<file path="src/rtl/imem_arbiter.sv">
// Instruction-memory arbiter: fetch-priority grant into a 2-entry in-order pipe, 1 cycle accept->response, ready drops when s2 is held and s1 full.
// Define IMEM_ARB_STARVE_EN to force the secondary port through after STARVE_MAX consecutive lost arbitrations.
module imem_arbiter #(
    parameter int AW = 32,
    parameter int DW = 32
`ifdef IMEM_ARB_STARVE_EN
    ,
    parameter int STARVE_MAX = 4
`endif
) (
    input  logic          clk,
    input  logic          rst,
    input  logic          f_valid_i,
    output logic          f_ready_o,
    input  logic [AW-1:0] f_addr_i,
    output logic          f_valid_ro,
    input  logic          f_ready_i,
    output logic [DW-1:0] f_data_ro,
    input  logic          flush_i,
    input  logic          d_valid_i,
    output logic          d_ready_o,
    input  logic [AW-1:0] d_addr_i,
    input  logic          d_we_i,
    input  logic [DW-1:0] d_wdata_i,
    output logic          d_valid_ro,
    input  logic          d_ready_i,
    output logic [DW-1:0] d_rdata_ro,
    output logic          mem_en_o,
    output logic          mem_we_o,
    output logic [AW-1:0] mem_addr_o,
    output logic [DW-1:0] mem_wdata_o,
    input  logic [DW-1:0] mem_rdata_i
);

    typedef enum logic {
        OWN_F = 1'b0,
        OWN_D = 1'b1
    } owner_e;

    logic          s1_v_q, s1_v_d;
    owner_e        s1_own_q, s1_own_d;
    logic          s1_we_q, s1_we_d;
    logic          s2_v_q, s2_v_d;
    owner_e        s2_own_q, s2_own_d;
    logic [DW-1:0] s2_data_q, s2_data_d;

    logic drain2;
    logic adv1;
    logic move12;
    logic starve_force;
    logic grant_f;
    logic grant_d;

`ifdef IMEM_ARB_STARVE_EN
    localparam int CW = (STARVE_MAX < 1) ? 1 : $clog2(STARVE_MAX + 1);
    logic [CW-1:0] starve_cnt_q, starve_cnt_d;

    assign starve_force = d_valid_i && (starve_cnt_q == CW'(STARVE_MAX));

    always_comb begin
        starve_cnt_d = starve_cnt_q;
        if (grant_d || !d_valid_i) begin
            starve_cnt_d = '0;
        end else if (grant_f && (starve_cnt_q != CW'(STARVE_MAX))) begin
            starve_cnt_d = starve_cnt_q + 1'b1;
        end
    end

    always_ff @(posedge clk) begin
        if (!rst) begin
            starve_cnt_q <= '0;
        end else begin
            starve_cnt_q <= starve_cnt_d;
        end
    end
`else
    assign starve_force = 1'b0;
`endif

    always_comb begin
        drain2  = s2_v_q && ((s2_own_q == OWN_F) ? f_ready_i : d_ready_i);
        adv1    = !s1_v_q || !s2_v_q || drain2;
        move12  = s1_v_q && (!s2_v_q || drain2);
        // Grants are gated by reset so the memory never sees a strobe while held in reset.
        grant_f = rst && adv1 && f_valid_i && !flush_i && !starve_force;
        grant_d = rst && adv1 && d_valid_i && !grant_f;
    end

    assign f_ready_o   = grant_f;
    assign d_ready_o   = grant_d;
    assign mem_en_o    = grant_f || grant_d;
    assign mem_we_o    = grant_d && d_we_i;
    assign mem_addr_o  = grant_f ? f_addr_i : d_addr_i;
    assign mem_wdata_o = grant_d ? d_wdata_i : '0;

    always_comb begin
        s1_v_d    = s1_v_q;
        s1_own_d  = s1_own_q;
        s1_we_d   = s1_we_q;
        s2_v_d    = s2_v_q;
        s2_own_d  = s2_own_q;
        s2_data_d = s2_data_q;

        if (move12) begin
            s2_v_d    = 1'b1;
            s2_own_d  = s1_own_q;
            s2_data_d = s1_we_q ? '0 : mem_rdata_i;
        end else if (drain2) begin
            s2_v_d = 1'b0;
        end

        if (grant_f || grant_d) begin
            s1_v_d   = 1'b1;
            s1_own_d = grant_f ? OWN_F : OWN_D;
            s1_we_d  = grant_d && d_we_i;
        end else if (move12) begin
            s1_v_d = 1'b0;
        end

        // Flush applies after the move so a fetch entry shifting into s2 is also killed.
        if (flush_i) begin
            if (s1_own_d == OWN_F) s1_v_d = 1'b0;
            if (s2_own_d == OWN_F) s2_v_d = 1'b0;
        end
    end

    always_ff @(posedge clk) begin
        if (!rst) begin
            s1_v_q    <= 1'b0;
            s1_own_q  <= OWN_F;
            s1_we_q   <= 1'b0;
            s2_v_q    <= 1'b0;
            s2_own_q  <= OWN_F;
            s2_data_q <= '0;
        end else begin
            s1_v_q    <= s1_v_d;
            s1_own_q  <= s1_own_d;
            s1_we_q   <= s1_we_d;
            s2_v_q    <= s2_v_d;
            s2_own_q  <= s2_own_d;
            s2_data_q <= s2_data_d;
        end
    end

    assign f_valid_ro = s2_v_q && (s2_own_q == OWN_F);
    assign d_valid_ro = s2_v_q && (s2_own_q == OWN_D);
    assign f_data_ro  = s2_data_q;
    assign d_rdata_ro = s2_data_q;

endmodule

</file>
<file path="config.mk">
export PLATFORM = sky130hd
export DESIGN_NAME = imem_arbiter
export DESIGN_NICKNAME = d
export VERILOG_FILES = /design/src/rtl/imem_arbiter.sv
export SDC_FILE = /design/constraint.sdc
export NUM_CORES = 1
export LEC_CHECK = 0
export BUFFER_PORTS_ARGS = -buffer_cell sky130_fd_sc_hd__buf_2
export CAP_MARGIN = 20
export CORE_AREA = 2 2 105 107
export DETAILED_ROUTE_END_ITERATION = 10
export DIE_AREA = 0 0 107 109
export SYNTH_ARGS = -nofsm -noshare
export SYNTH_HDL_FRONTEND = slang
export SYNTH_SLANG_ARGS = --single-unit
</file>
<file path="constraint.sdc">
create_clock -name clk -period 5.13 [get_ports clk]
set_clock_uncertainty 0.15 [all_clocks]
set_input_delay 0.7695 -clock clk [delete_from_list [all_inputs] [get_ports clk]]
set_output_delay 0.7695 -clock clk [all_outputs]
set_load 0.005 [all_outputs]
</file>
==> results.toml, run 1 <==
[synthesis]
ys_seq_elements = 37
synth-edff-count = 0
async_reset_ff_frac = 0
synth_top_area_frac = 0.278
syn_area_per_cell_um2 = 8.36
yosysUniqueCellTypes = 29
netlist_area_um2 = 2670
synthesis.instances = 319
synth_ff_type = "dfxtp_1"
yosysTopAreaCell = "dfxtp_1"
synth_fp_nets = 455
yosysWarnings = 0
synth_area_leaders = "dfxtp_1, mux2i_1, mux2_2"
synth-seq-area-share = 0.278

[power]
p_seq_frac = 0.431
p_total_uw = 748
power_frac_clock = 0.265
comb_power_share = 0.304
peakVddDrop_uv = 99.8
p_switching_uw = 223
power_density_nw_per_um2 = 191
swShare = 0.299
p_int_uw = 525
p_leak_uw = 0.00222

[flow_run]
drv_cap = 0

[sta]
timing.slew.headroom = 0.310
fmax_mhz = 286
fin_crit_ns = 3.50
rsz0062_at_grt = "no"
worst_hold_slack_ns = 0.318
setup-tns-final_ns = 0
worst_slew_pin_slew_ns = 1.03
hold_viol = 0
setup_violations = 0
fin_crit_sh = 0.682
slew_violations = 0

[global_route]
grt_util_all_layers = 0.138
grt_pass1_vias = 2582
grt_max_degree = 63
grt_pass1_wl_um = 12900
grt_overflow = 0
antenna_found_initial = 0

[routing]
detail_route.iter0.violations = 90
drc = 0
viasPerCell = 4.30
routed_wl_um = 8930
via_count = 2939
drt-pass1-iter-count = 4
avgRoutedWirePerCell_um = 13.1
ant_nets = 0

[critical_path]
slowest_stage = "o211ai_4"
worstPathRequired_ns = 4.21
critPathArrivalTime_ns = 2.58
cp_common_cell = "buf_2"
crit_path_end_kind = "output port"
critPathKind = "input pin to output port"
start_kind = "input pin"
cp_cell_sequence = "buf_2, mux2_4, o211ai_4, mux2_2, buf_2"
worstPathMaxFanout = 34
cp_slowest_stage_delay_ns = 0.83

[cells_and_area]
area_growth_pct = 47.3
layout_commonest_cell = "buf_2"
diodes = 0
final_layout_size_suffix_gt1_frac = 0.580
final_util = 0.370
fin_nets = 678
layout_common_cells = "buf_2, nand2_1, dfxtp_1"

[cts]
cts-root-buf = "clkbuf_8"
cts.sinks = 37
postCtsSetupBuffers = 0
cts_resized = 0
clkTransAtPathRegs_ns = 0.07
cts_max_path_buffers = 2
cts_buffers = 5
clock_latency_ns = 0.29
cts_tree = "built"
cts_hold_buffers = 0
h-tree-depth = 2

[floorplan]
core-area_um2 = 10600
die_area_um2 = 11700
dieHeight_um = 109
die-width_um = 107
rows = 38
num_io_pins = 270
start_util = 0.251

[worst_hold_path]
hp-class = "flop to flop"

[placement]
gp_congestion = 0.814
hpwl_um = 7260
portBuffers = 269

[status]
status = "completed"
-- layer usage --
metal  track usage  routed length, µm
met1         0.164               3680
met2         0.249               4420
met3        0.0329                741
met4        0.0371                 91
met5             0                  0
-- cell usage after synthesis (2+ instances only) --
cell	number
buf_4	35
clkbuf_1	13
nor3_1	33
mux2_1	2
nor2b_1	2
o22ai_1	2
mux2_2	30
nor2_1	2
buf_8	3
buf_2	5
mux2i_1	34
nand3_1	2
nand2b_1	2
nand3b_1	29
and2_1	2
inv_1	35
dfxtp_1	37
nand2_1	40
-- worst paths after layout --
path / start / endpoint / slack (ns) / depth (start not counted)
max: f_ready_i / mem_addr_o[3] / 1.63 / 5
min: d_rdata_ro[1] / d_rdata_ro[1] / 0.32 / 2
max reg2reg: s2_own_q / s1_own_q / 3.03 / 3
min reg2reg: d_rdata_ro[1] / d_rdata_ro[1] / 0.32 / 2
-- cells by family after synthesis --
logic type	after synthesis	share of synthesized area
AOI/OAI and AO/OA	10	0.0333
muxes	67	0.268
buffers and inverters	91	0.192
DFF	37	0.278
and+or+nand+nor	114	0.228
-- worst max-delay path, delay by kind of cell --
family / cells / cell delay, ns
buffers and inverters: 2 / 0.24
multiplexers: 2 / 0.73
AO/OA/AOI/OAI: 1 / 0.83
-- power by group through the flow --
stage	Combinational, µW	Clock, µW	Sequential, µW
floorplan	132	0	326
global placement	226	0	328
detailed placement	230	0	330
CTS	231	211	323
global route	251	223	326
finish	228	198	322
-- metrics by stage --
step / std cells / instance area [µm²] / worst slack [ns]
after floorplan: 319 / 2670 / 2.32
after global placement: 675 / 3840 / 1.73
after detailed placement: 675 / 3840 / 1.64
after CTS: 683 / 3930 / 1.63
after global routing: 683 / 3930 / 1.53
final: 683 / 3930 / 1.63
-- final cells by class --
cell class / instances / area, µm²
Fill cell: 1136 / 6680
Multi-Input combinational cell: 191 / 1420
Timing Repair Buffer: 272 / 1370
Sequential cell: 37 / 741
Tap cell: 140 / 175
Inverter: 35 / 131
Clock buffer: 5 / 68.8
Clock inverter: 3 / 17.5
-- state kept, by name, indices dropped and copies added (netlist names) --
name / flops
d_rdata_ro: 32
s1_own_q: 1
s1_we_q: 1
s2_own_q: 1
s1_v_q: 1
s2_v_q: 1
(Power assumes the default switching activity.)
==> run 2: changes to the inputs <==
Settings changed: CORE_AREA 2 2 105 107 to 2 2 103 105, DIE_AREA 0 0 107 109 to 0 0 105 107.
Clock period 5.13 ns to 3.6 ns, I/O delays scaled along.
==> run 2 against run 1 <==
Net effect: wire length decreased by 3.6%; via count increased by 0.71%; sequential power increased by 43%; clock power increased by 45%; critical path depth unchanged; register-to-register slack got worse by 1.3 ns; final cell count decreased by 0.44%; setup slack got worse by 0.89 ns; critical endpoint is now mem_addr_o[1]; highest routed layer unchanged.
==> results.toml, run 2 (synthesis results as in run 1) <==
[placement]
hpwl_um = 7000
dp_cells = 672
post-place-ws_ns = 0.861
gp_congestion = 0.811
portBuffers = 269

[cells_and_area]
fillers = 1049
layout_commonest_cell = "buf_2"
layout_common_cells = "buf_2, nand2_1, dfxtp_1"
layoutNonFillerInstCount = 680
largest_reg_flops = 32
diodes = 0
final_layout_size_suffix_gt1_frac = 0.581
area_growth_pct = 47.3
fin_nets = 679

[power]
peakVddDrop_uv = 130
p_leak_uw = 0.00223
power_density_nw_per_um2 = 272
p_total_uw = 1070

[sta]
fmax_mhz = 349
hold_viol = 0
fin_crit_ns = 2.86
rsz0062_at_grt = "no"
setup-tns-final_ns = 0
timing.final.ws_setup_ns = 0.736
slew_violations = 0
timing.slew.headroom = 0.331
setup_violations = 0
worst_slew_pin_slew_ns = 1.00
fin_crit_sh = 0.796
worst_hold_slack_ns = 0.322

[cts]
cts_buffers = 5
cts_tree = "built"
cts-root-buf = "clkbuf_8"
clkTransAtPathRegs_ns = 0.08
cts_hold_buffers = 0
clock_latency_ns = 0.28
postCtsSetupBuffers = 0
cts_resized = 0
h-tree-depth = 2
cts_max_path_buffers = 2
cts.sinks = 37

[critical_path]
start_kind = "flop"
worstPathMaxFanout = 34
slowest_stage = "dfxtp_1"
crit_start = "s2_own_q"
r2r-start = "s2_own_q"
endpoint = "mem_addr_o[1]"
worstRegToRegCells = 4
cp_cell_sequence = "mux2_4, o211ai_4, buf_4, mux2_2, buf_2"
cp_slowest_stage_delay_ns = 0.44
reg2reg_to = "d_rdata_ro[25]"
worstPathRequired_ns = 2.91
critPathKind = "flop to output port"
crit_path_end_kind = "output port"
critPathArrivalTime_ns = 2.17
r2r_slack_ns = 1.74

[routing]
drt-pass1-iter-count = 5
drc = 0
avgRoutedWirePerCell_um = 12.7
ant_nets = 0
viasPerCell = 4.35
detail_route.iter0.violations = 100
routed_wl_um = 8620
via_count = 2960

[floorplan]
core-area_um2 = 10100
dieHeight_um = 107
num_io_pins = 270
die_area_um2 = 11200
start_util = 0.264
rows = 37
die-width_um = 105

[status]
status = "completed"

[global_route]
grt_overflow = 0
grt_pass1_vias = 2778
grt_util_all_layers = 0.144
grt_pass1_wl_um = 13500
antenna_found_initial = 0
grt_max_degree = 64

[flow_run]
drv_cap = 0

[worst_hold_path]
min_from = "d_rdata_ro[22]"
hp-class = "flop to flop"
run 2: layer usage:
| layer | share of wire | GRT usage | vias up |
|---|---|---|---|
| met5 | 0 | 0 | - |
| met4 | 0.015 | 0.0400 | 0 |
| met3 | 0.085 | 0.0377 | 9 |
| met2 | 0.48 | 0.258 | 151 |
| met1 | 0.42 | 0.170 | 1324 |
| li1 | - | - | 1476 |
run 2: cell type report:
cell class / count / area (µm²) / share of cell area
multi-input cells: 191 / 1420 / 0.362
repair buffers: 273 / 1380 / 0.350
flip-flops and latches: 37 / 741 / 0.189
well taps: 136 / 170 / 0.0433
inverters: 35 / 131 / 0.0334
clock buffers: 5 / 68.8 / 0.0175
clock inverters: 3 / 17.5 / 0.00446
run 2: worst min-delay path by stage:
stage                endpoint  slack [ns]  cells past startpoint
3_5_place_dp    d_rdata_ro[7]        0.31                      2
2_1_floorplan        s2_own_q        0.31                      2
4_1_cts        d_rdata_ro[22]        0.32                      2
5_1_grt        d_rdata_ro[22]        0.34                      2
6_report       d_rdata_ro[22]        0.32                      2
3_3_place_gp   d_rdata_ro[17]        0.30                      2
run 2: critical path: cells and delay by family, from the launching register on:
family | cells | cell delay, ns
flops | 1 | 0.44
compound gates | 1 | 0.17
buf+inv | 2 | 0.52
mux | 2 | 0.75
run 2: power breakdown:
| part | switching (µW) | internal, µW | total, µW |
|---|---|---|---|
| clock | 153 | 134 | 287 |
| combinational | 144 | 179 | 322 |
| sequential | 25.0 | 435 | 460 |
| total | 322 | 748 | 1070 |
run 2: per-stage QoR:
| stage | util | instance area, µm² |
|---|---|---|
| final | 0.389 | 3930 |
| after global routing | 0.389 | 3930 |
| after CTS | 0.389 | 3930 |
| after detailed placement | 0.381 | 3840 |
| after global placement | 0.381 | 3840 |
| after floorplan | - | 2670 |
